===== src/rtl/mem_stage_lsu.sv =====
// -----------------------------------------------------------------------------
// mem_stage_lsu
// MEM stage of the five-stage MIPS pipeline, between EX and WB. Executes
// big-endian byte/halfword/word loads and stores over a req/ack data-memory
// port, checks alignment, stalls EX until memory acknowledges and presents
// registered write-back data to WB.
//
// Ports
//   clk, rst            clock, synchronous active-high reset
//   valid_in, mem_op    EX instruction valid and memory opcode (0 NONE, 1 LB,
//                       2 LBU, 3 LH, 4 LHU, 5 LW, 6 SB, 7 SH, 8 SW, else NONE)
//   addr_in             effective address
//   store_data_in       rt value for stores
//   alu_result_in       result forwarded for non-memory ops
//   reg_write_en_in     write-back enable from EX
//   reg_addr_in         destination register
//   stall_req           hold EX/MEM inputs while high
//   mem_req, mem_we     memory request (held until ack) and write strobe
//   mem_addr, mem_be    word-aligned address and byte enables (bit 3 = 31:24)
//   mem_wdata           lane-replicated store data
//   mem_rdata, mem_ack  read data and single-cycle completion
//   valid_out, data_out, reg_write_en_out, reg_addr_out   registered WB outputs
//   addr_err            one-cycle pulse on misaligned access or ack timeout
// -----------------------------------------------------------------------------
module mem_stage_lsu #(
   parameter int ADDR_W     = 32,
   parameter int REG_ADDR_W = 5,
   parameter int TIMEOUT    = 255
) (
   input  logic                  clk,
   input  logic                  rst,
   input  logic                  valid_in,
   input  logic [3:0]            mem_op,
   input  logic [ADDR_W-1:0]     addr_in,
   input  logic [31:0]           store_data_in,
   input  logic [31:0]           alu_result_in,
   input  logic                  reg_write_en_in,
   input  logic [REG_ADDR_W-1:0] reg_addr_in,
   output logic                  stall_req,
   output logic                  mem_req,
   output logic                  mem_we,
   output logic [ADDR_W-1:0]     mem_addr,
   output logic [3:0]            mem_be,
   output logic [31:0]           mem_wdata,
   input  logic [31:0]           mem_rdata,
   input  logic                  mem_ack,
   output logic                  valid_out,
   output logic [31:0]           data_out,
   output logic                  reg_write_en_out,
   output logic [REG_ADDR_W-1:0] reg_addr_out,
   output logic                  addr_err
);

   localparam logic [3:0] OP_LB  = 4'd1;
   localparam logic [3:0] OP_LBU = 4'd2;
   localparam logic [3:0] OP_LH  = 4'd3;
   localparam logic [3:0] OP_LHU = 4'd4;
   localparam logic [3:0] OP_LW  = 4'd5;
   localparam logic [3:0] OP_SB  = 4'd6;
   localparam logic [3:0] OP_SH  = 4'd7;
   localparam logic [3:0] OP_SW  = 4'd8;

   // Value of the wait counter during the last WAIT cycle before giving up.
   localparam logic [7:0] WAIT_LAST = 8'(TIMEOUT - 1);

   typedef enum logic [1:0] {SZ_NONE, SZ_BYTE, SZ_HALF, SZ_WORD} size_e;
   typedef enum logic {S_IDLE, S_WAIT} state_e;

   state_e     state;
   logic [7:0] wait_cnt;
   logic [3:0] op_q;
   logic [1:0] off_q;
   logic       wb_en_q;

   size_e      size;
   logic       is_store;
   logic       misaligned;
   logic       accept;
   logic       timeout_hit;
   logic [3:0] be_new;
   logic [31:0] wdata_new;
   logic [7:0]  lane_b;
   logic [15:0] lane_h;
   logic [31:0] load_data;

   // Decode of the incoming EX op and the bus image it will produce.
   always_comb begin
      // NOTE: every signal written here gets a default first, so no path can
      // leave it unassigned and infer a latch.
      size      = SZ_NONE;
      is_store  = 1'b0;
      be_new    = 4'b0000;
      wdata_new = 32'h0;
      case (mem_op)
         OP_LB, OP_LBU: size = SZ_BYTE;
         OP_LH, OP_LHU: size = SZ_HALF;
         OP_LW:         size = SZ_WORD;
         OP_SB:         begin size = SZ_BYTE; is_store = 1'b1; end
         OP_SH:         begin size = SZ_HALF; is_store = 1'b1; end
         OP_SW:         begin size = SZ_WORD; is_store = 1'b1; end
         default:       size = SZ_NONE;
      endcase
      case (size)
         SZ_BYTE: begin
            be_new    = 4'b1000 >> addr_in[1:0];
            wdata_new = {4{store_data_in[7:0]}};
         end
         SZ_HALF: begin
            be_new    = addr_in[1] ? 4'b0011 : 4'b1100;
            wdata_new = {2{store_data_in[15:0]}};
         end
         SZ_WORD: begin
            be_new    = 4'b1111;
            wdata_new = store_data_in;
         end
         default: be_new = 4'b0000;
      endcase
      if (!is_store) wdata_new = 32'h0;
   end

   assign misaligned  = ((size == SZ_HALF) && addr_in[0]) ||
                        ((size == SZ_WORD) && (addr_in[1:0] != 2'b00));
   assign accept      = (state == S_IDLE) && valid_in && (size != SZ_NONE) && !misaligned;
   assign timeout_hit = (state == S_WAIT) && !mem_ack && (wait_cnt == WAIT_LAST);

   // The timeout cycle also releases the stall: the failed instruction retires
   // with addr_err, so EX must advance instead of re-presenting it.
   assign stall_req = !rst && (accept || ((state == S_WAIT) && !mem_ack && !timeout_hit));

   // Big-endian lane select: byte offset 0 lives in bits 31:24.
   always_comb begin
      case (off_q)
         2'd0:    lane_b = mem_rdata[31:24];
         2'd1:    lane_b = mem_rdata[23:16];
         2'd2:    lane_b = mem_rdata[15:8];
         default: lane_b = mem_rdata[7:0];
      endcase
      lane_h = off_q[1] ? mem_rdata[15:0] : mem_rdata[31:16];
      case (op_q)
         OP_LB:   load_data = {{24{lane_b[7]}}, lane_b};
         OP_LBU:  load_data = {24'h0, lane_b};
         OP_LH:   load_data = {{16{lane_h[15]}}, lane_h};
         OP_LHU:  load_data = {16'h0, lane_h};
         OP_LW:   load_data = mem_rdata;
         default: load_data = 32'h0;
      endcase
   end

   always_ff @(posedge clk) begin
      // NOTE: state is updated with non-blocking assignments so every register
      // samples values from before this edge, independent of statement order.
      if (rst) begin
         state            <= S_IDLE;
         wait_cnt         <= 8'h0;
         op_q             <= 4'h0;
         off_q            <= 2'b00;
         wb_en_q          <= 1'b0;
         mem_req          <= 1'b0;
         mem_we           <= 1'b0;
         mem_addr         <= '0;
         mem_be           <= 4'b0000;
         mem_wdata        <= 32'h0;
         valid_out        <= 1'b0;
         data_out         <= 32'h0;
         reg_write_en_out <= 1'b0;
         reg_addr_out     <= '0;
         addr_err         <= 1'b0;
      end else begin
         // WB outputs are single-cycle pulses unless a branch below sets them.
         valid_out        <= 1'b0;
         reg_write_en_out <= 1'b0;
         addr_err         <= 1'b0;
         case (state)
            S_IDLE: begin
               reg_addr_out <= reg_addr_in;
               if (valid_in && (size != SZ_NONE)) begin
                  if (misaligned) begin
                     valid_out <= 1'b1;
                     addr_err  <= 1'b1;
                     data_out  <= 32'h0;
                  end else begin
                     state     <= S_WAIT;
                     wait_cnt  <= 8'h0;
                     op_q      <= mem_op;
                     off_q     <= addr_in[1:0];
                     wb_en_q   <= reg_write_en_in;
                     mem_req   <= 1'b1;
                     mem_we    <= is_store;
                     mem_addr  <= {addr_in[ADDR_W-1:2], 2'b00};
                     mem_be    <= be_new;
                     mem_wdata <= wdata_new;
                  end
               end else begin
                  valid_out        <= valid_in;
                  data_out         <= alu_result_in;
                  reg_write_en_out <= reg_write_en_in & valid_in;
               end
            end
            S_WAIT: begin
               if (mem_ack) begin
                  state            <= S_IDLE;
                  mem_req          <= 1'b0;
                  valid_out        <= 1'b1;
                  data_out         <= mem_we ? 32'h0 : load_data;
                  reg_write_en_out <= !mem_we && wb_en_q;
               end else if (timeout_hit) begin
                  state     <= S_IDLE;
                  mem_req   <= 1'b0;
                  valid_out <= 1'b1;
                  addr_err  <= 1'b1;
                  data_out  <= 32'h0;
               end else begin
                  wait_cnt <= wait_cnt + 8'd1;
               end
            end
            default: state <= S_IDLE;
         endcase
      end
   end

endmodule


===== config.mk =====
export PLATFORM = sky130hd
export DESIGN_NAME = mem_stage_lsu
export DESIGN_NICKNAME = d
export VERILOG_FILES = /design/src/rtl/mem_stage_lsu.sv
export SDC_FILE = /design/constraint.sdc
export NUM_CORES = 1
export LEC_CHECK = 0
export CORE_MARGIN = 2
export CORE_UTILIZATION = 38
export DETAILED_ROUTE_END_ITERATION = 6
export HOLD_SLACK_MARGIN = 0.05
export PLACE_DENSITY = 0.79
export RECOVER_POWER = 25
export SYNTH_ARGS = -nofsm -noshare
export SYNTH_HDL_FRONTEND = slang
export SYNTH_SLANG_ARGS = --single-unit
export TNS_END_PERCENT = 50

===== constraint.sdc =====
create_clock -name clk -period 2.5 [get_ports clk]
set_input_delay 0.5 -clock clk [delete_from_list [all_inputs] [get_ports clk]]
set_output_delay 0.5 -clock clk [all_outputs]
set_load 0.005 [all_outputs]

==> results of run 1 <==
## area by class of cell
| class | instances | share of cell area |
|---|---|---|
| Multi-Input combinational cell | 429 | 0.308 |
| Sequential cell | 124 | 0.269 |
| Timing Repair Buffer | 308 | 0.329 |
| Inverter | 5 | 0.00203 |
| Clock buffer | 21 | 0.0509 |
| Clock inverter | 11 | 0.0169 |
| Tap cell | 184 | 0.0249 |
## routing by layer
metal	GRT usage	vias to the layer above	routed length, µm
li1	-	2839	-
met1	0.299	2817	7850
met2	0.403	278	9270
met3	0.0762	37	1720
met4	0.0895	0	515
met5	0	-	0
## worst max-delay path, stage by stage
cell	delay (ns)
dlygate4sd2_1	0.25
buf_4	0.15
or4_4	0.51
o2111a_2	0.19
a21oi_4	0.18
nor2_2	0.05
buf_2	0.13
## kinds of logic (layout without fill, tap and decap cells)
family | after synthesis | count (layout) | synth area share
muxes | 18 | 18 | 0.0463
DFF | 124 | 124 | 0.446
and+or+nand+nor | 198 | 198 | 0.162
AOI/OAI and AO/OA | 201 | 201 | 0.278
adders and majority gates | 3 | 3 | 0.00630
other | 1 | 2 | 0.000674
buffers and inverters | 56 | 345 | 0.0492
xor gates and xnor gates | 7 | 7 | 0.0110
## worst min path at each step
stage,end,cells past startpoint
floorplan,wb_en_q,2
global placement,mem_addr[4],2
detailed placement,mem_wdata[25],1
CTS,mem_addr[18],2
global route,mem_addr[13],2
finish,mem_addr[12],2
## flip-flops by register name, indices dropped and copies added, names as in the netlist
name / cells
data_out: 32
mem_wdata: 32
mem_addr: 30
wait_cnt: 8
reg_addr_out: 5
mem_be: 4
op_q: 4
off_q: 2
addr_err: 1
mem_req: 1
mem_we: 1
reg_write_en_out: 1
state: 1
valid_out: 1
wb_en_q: 1
## power breakdown
part | switching (mW) | leakage [nW] | total [mW] | internal, mW
Clock | 0.950 | 0.297 | 2.61 | 1.66
Combinational | 0.424 | 2.20 | 0.995 | 0.571
Sequential | 0.0617 | 1.01 | 2.14 | 2.08
## what timing repair did
| item | 4_1_cts | 5_1_grt |
|---|---|---|
| pin swaps | 3 | 3 |
| buffers inserted | 1 | 1 |
| hold buffers | 0 | 0 |
| setup endpoints to repair | 1 | 1 |
| gates resized for setup | 12 | 3 |
## placed cells by master (no fill, tap or decap), types with 3 or more instances in the layout
cell type	instances
nand3b_1	5
clkbuf_8	3
a22oi_1	28
nor2_1	49
clkdlybuf4s50_1	192
xor2_1	5
clkbuf_16	17
inv_6	3
buf_4	48
o21ai_0	3
clkinvlp_4	3
dfxtp_1	124
dlygate4sd3_1	52
mux4_2	6
a221oi_1	17
a21o_1	4
buf_12	9
nor3_1	7
nand3_1	3
mux2i_1	10
a311oi_1	15
dlygate4sd2_1	4
a22o_1	15
a21oi_1	46
o2bb2ai_1	40
nand2b_1	4
bufinv_16	3
inv_1	5
nand2_1	103
a222oi_1	8
a211oi_1	4
## stage by stage
step	std cells	setup TNS (ns)	total power, mW
2_1_floorplan	609	0	2.57
6_report	1082	0	5.75
3_3_place_gp	1048	-14.89	3.17
5_1_grt	1082	-0.00758	5.95
3_5_place_dp	1048	-19.51	3.18
4_1_cts	1081	0	5.79
==> flow_metrics.py, run 1 <==
metrics = {
    "drt": {
        "num_vias": 5971,
        "post_drt_wl_per_cell_um": 17.9,
        "via_per_inst": 5.52,
        "drt_iter0_drc": 430,
        "drt-total-wl_um": 19400,
        "drtAntennaViolNets": 0,
        "drc": 0,
        "drtPass1Iterations": 5,
    },
    "clock_network": {
        "clk_pin_slew_ns": 0.06,
        "clkLatencyLatePin_ns": 0.42,
        "cts_buffers": 17,
        "cts_tree": "done",
        "cts_max_path_buffers": 2,
        "htree_levels": 4,
        "root_buffer": "clkbuf_16",
        "cts_sinks": 124,
    },
    "worst_setup_path": {
        "start_kind": "input pin",
        "r2r_cells": 8,
        "critPathLaunch": "mem_op[1]",
        "crit_type": "input pin to primary output",
        "r2r_end": "data_out[9]",
        "cp-end-kind": "primary output",
        "arrival_ns": 1.95,
        "cp_max_fo": 4,
        "cp.required_ns": 2.00,
        "worstSetupEndpoint": "stall_req",
        "reg2reg_slack_ns": 0.28,
        "r2r_start": "off_q[1]",
    },
    "floorplan": {
        "die_area_um2": 15600,
        "die_w_um": 125,
        "rows": 44,
        "ios": 253,
        "die_h_um": 125,
        "core_area_um2": 14400,
        "initial_core_util": 0.386,
    },
    "power_and_ir_drop": {
        "ir_worst_vdd_mv": 0.474,
        "p_per_area_nw_per_um2": 622,
        "leakagePower_nw": 3.51,
    },
    "yosys": {
        "synth_edf_count": 0,
        "synth_top_area_frac": 0.446,
        "synth_area_leaders": "dfxtp_1 45%, nand2_1 6.9%, o2bb2ai_1 6.3%",
        "synth_seq_cells": 124,
        "yosysTopAreaCell": "dfxtp_1",
        "avgSynthCellArea_um2": 9.15,
        "yosysUniqueCellTypes": 67,
        "yosys.cell_count.top_type": "dfxtp_1",
        "synthCells": 608,
        "ys_warn_count": 0,
        "async_flop_share": 0,
        "ys.flop_type": "dfxtp_1",
        "ys_top_cells_by_count": "124 x dfxtp_1, 103 x nand2_1, 50 x nor2_1, 46 x a21oi_1, 40 x o2bb2ai_1",
        "synth-seq-area-share": 0.446,
        "mappedNetlistArea_um2": 5560,
    },
    "grt": {
        "antenna_found_initial": 0,
        "grt_usage": 0.244,
        "grt_pass1_wl_um": 30800,
        "first_global_vias": 5894,
        "grt_max_degree": 46,
        "grt.overflow.total": 0,
    },
    "place": {
        "hpwl_um": 13900,
        "io_buffer_count": 250,
        "dpl_worst_slack_ns": -0.529,
        "gp_congestion": 0.854,
        "place_area_um2": 8580,
    },
    "cells_and_area": {
        "drive_gt1_frac": 0.129,
        "n_antenna_cell": 0,
        "regArea_um2": 2480,
        "multi_input_area_um2": 2840,
        "final_util": 0.641,
        "n_fill_cell": 1183,
        "nets": 1029,
        "area_delta_synth_final_pct": 66.0,
        "fin_area_um2": 9240,
    },
    "timing": {
        "layout_min_cycle_time_ns": 2.45,
        "relSlewSlack": 0.293,
        "worst_pin_slew_ns": 1.06,
        "hold_ws_ns": 0.449,
        "timing.fmax_ghz": 0.408,
        "setup_viol": 0,
        "drv_slew": 0,
        "worst_slack_ns": 0.0486,
        "min_period_over_period": 0.981,
        "clock_skew_ns": 0.00608,
        "hold_viol_final": 0,
    },
    "run": {
        "cap_violations": 0,
    },
    "min_path": {
        "hp-start": "mem_addr[12]",
        "hold_path.class": "flop to flop",
    },
    "status": {
        "status": "finished, final reports clean",
    },
}
Power figures use the tool's default switching activity.
==> run 2, diff against run 1 <==
--- a/config.mk
+++ b/config.mk
@@ -14,4 +14,4 @@
 export SYNTH_ARGS = -nofsm -noshare
 export SYNTH_HDL_FRONTEND = slang
 export SYNTH_SLANG_ARGS = --single-unit
-export TNS_END_PERCENT = 50
+export TNS_END_PERCENT = 100
==> results of run 2 <==
Final layout, timing and power as in run 1 (identical DEF).
==> RTL change (settings of run 1) <==
Remove the case item `SZ_BYTE` of the case on `size`.
--- a/src/rtl/mem_stage_lsu.sv
+++ b/src/rtl/mem_stage_lsu.sv
@@ -101,10 +101,6 @@
          default:       size = SZ_NONE;
       endcase
       case (size)
-         SZ_BYTE: begin
-            be_new    = 4'b1000 >> addr_in[1:0];
-            wdata_new = {4{store_data_in[7:0]}};
-         end
          SZ_HALF: begin
             be_new    = addr_in[1] ? 4'b0011 : 4'b1100;
             wdata_new = {2{store_data_in[15:0]}};
Function: changed (Yosys sat finds a counterexample within 4 cycles, from zero or initial values and one cycle with rst high).
==> RTL change against run 1 <==
Global-route usage is 0.84 points lower. Largest cell class unchanged. Setup slack worse by 0.0052 ns. Area after synthesis is 1.5% lower. Sequential cell count is 2 lower. Non-clock buffer count stayed put. Total power is 0.23% lower. Fmax is 0.21% lower. Wire length is 6.1% lower. Final area is 2.0% lower.
==> RTL change: results <==
group,metric,value,unit
pwr,ir_worst_vdd,398,uV
timing,slew_headroom,15.3,%
global_route,grt_max_degree,123,
cells_and_area,final-instance-count-excl-fill,1080,
global_route,antenna_found_initial,1,
cells_and_area,top_regs,"data_out (32), mem_wdata (32), mem_addr (30)",
cells_and_area,clkbuf_count,24,
placement,io_buffers,250,
cells_and_area,n_all_buffers,308,
yosys,ys_types,60,
cells_and_area,bufAreaShareNonClock,33.4,%
cells_and_area,n_antenna_cell,1,
placement,routabilityCongestion,0.859,
yosys,syn_inst,619,
drt,wire_per_inst,16.8,um
pwr,powerSeq,2.13,mW
global_route,grt_use_met1,29.2,%
drt,firstDrtPassIters,6,
cells_and_area,drive_gt1_share,13.3,%
clock_network,cts_buffer_depth,2,
clock_network,tritoncts.num_buffers,17,
placement,dpl_cell_area,0.00839,mm2
cells_and_area,final-clk-cell-share,6.87,%
yosys,synth_edf_count,0,
hold_path,hold_path.class,"register to register",
pwr,p_int,4.40,mW
yosys,syn_avg_cell_area,8.85,um2
placement,placedCellCount,1043,
cells_and_area,sh_seq_area,27.0,%
yosys,yosysWarnings,0,
yosys,synth_largest_type_area_fraction,44.6,%
yosys,netlist_top_cells_count,"122 x dfxtp_1, 102 x nand2_1, 59 x a21oi_1",
global_route,use_met2,36.4,%
global_route,grt_pass1_wl,27900,um
yosys,yosysSeqAreaShare,44.6,%
global_route,grt_use_met3,7.65,%
cells_and_area,seq_cell_count,122,
pwr,leakagePower,3.39,nW
clock_network,root_buffer,"clkbuf_16",
critical_path,slowest_stage,"or4b_4",
cells_and_area,fill_cells,1200,
placement,dp_hpwl,13200,um
cells_and_area,inv_count,4,
drt,dr.first_iter.drc_count,406,
cells_and_area,area_growth,65.2,%
clock_network,clk-insertion-delay-late,0.41,ns
drt,viasPerCell,5.35,
critical_path,crit_fanout,3,
global_route,grt_pass1_vias,5564,
yosys,synthTopCellsByArea,"dfxtp_1 45%, nand2_1 7.0%, a21oi_1 5.4%",
placement,pre_cts_ws,-0.518,ns
global_route,grt_usage,23.5,%
timing,skew,0.00880,ns
cells_and_area,multi_input_area_share,30.1,%
critical_path,cp_slowest_stage_delay,0.55,ns
pwr,power,5.73,mW
status,outcome,"completed",
cells_and_area,multi_input_cells,433,
[RTL change: changes by cell type after synthesis, moves of 13 or more]
cell	change
a22o_1	-15
o2bb2ai_1	-24
a21oi_1	+13
a22oi_1	-24
nor3_1	+23
a221oi_1	+15
nand3_1	+14
[RTL change: final timing paths]
check / start / cells after the start / slack (ns) / end
worst max-delay path: mem_op[2] / 6 / 0.04 / stall_req
worst min-delay path: mem_wdata[11]$_SDFFE_PP0P_ / 2 / 0.45 / mem_wdata[11]$_SDFFE_PP0P_
worst max register to register: wait_cnt[1]$_SDFFE_PP0P_ / 9 / 0.35 / data_out[11]$_SDFFE_PP0P_
worst min register to register: mem_wdata[11]$_SDFFE_PP0P_ / 2 / 0.45 / mem_wdata[11]$_SDFFE_PP0P_
[RTL change: metal layers]
layer  up-vias  share of wire (%)
li1       2804                  -
met1      2706                 41
met2       224                 48
met3        48                7.5
met4         0                3.5
met5         -                  0
[RTL change: logic make-up after synthesis]
| logic type | count (synthesis) | share of synthesized area, % |
|---|---|---|
| muxes | 19 | 4.52 |
| other | 1 | 0.0684 |
| adders and majority gates | 2 | 0.457 |
| and+or+nand+nor | 241 | 21.0 |
| xor gates and xnor gates | 7 | 1.12 |
| DFF | 122 | 44.6 |
| AOI/OAI and AO/OA | 162 | 22.0 |
| buffers and inverters | 65 | 6.28 |
[RTL change: worst register-to-register path, cell delays in order (launching register included)]
cell and delay, ns:
dfxtp_1 0.40, ha_1 0.17, and4_4 0.24, a21oi_2 0.06
buf_4 0.15, a31oi_4 0.19, buf_4 0.14, buf_4 0.28
o21a_2 0.29, a211oi_1 0.09
[RTL change: repair_timing]
item                                    4_1_cts  5_1_grt
endpoints found under the setup margin        1        1
pin swaps                                     4        4
resized for setup                            16        3
setup buffers                                 2        2
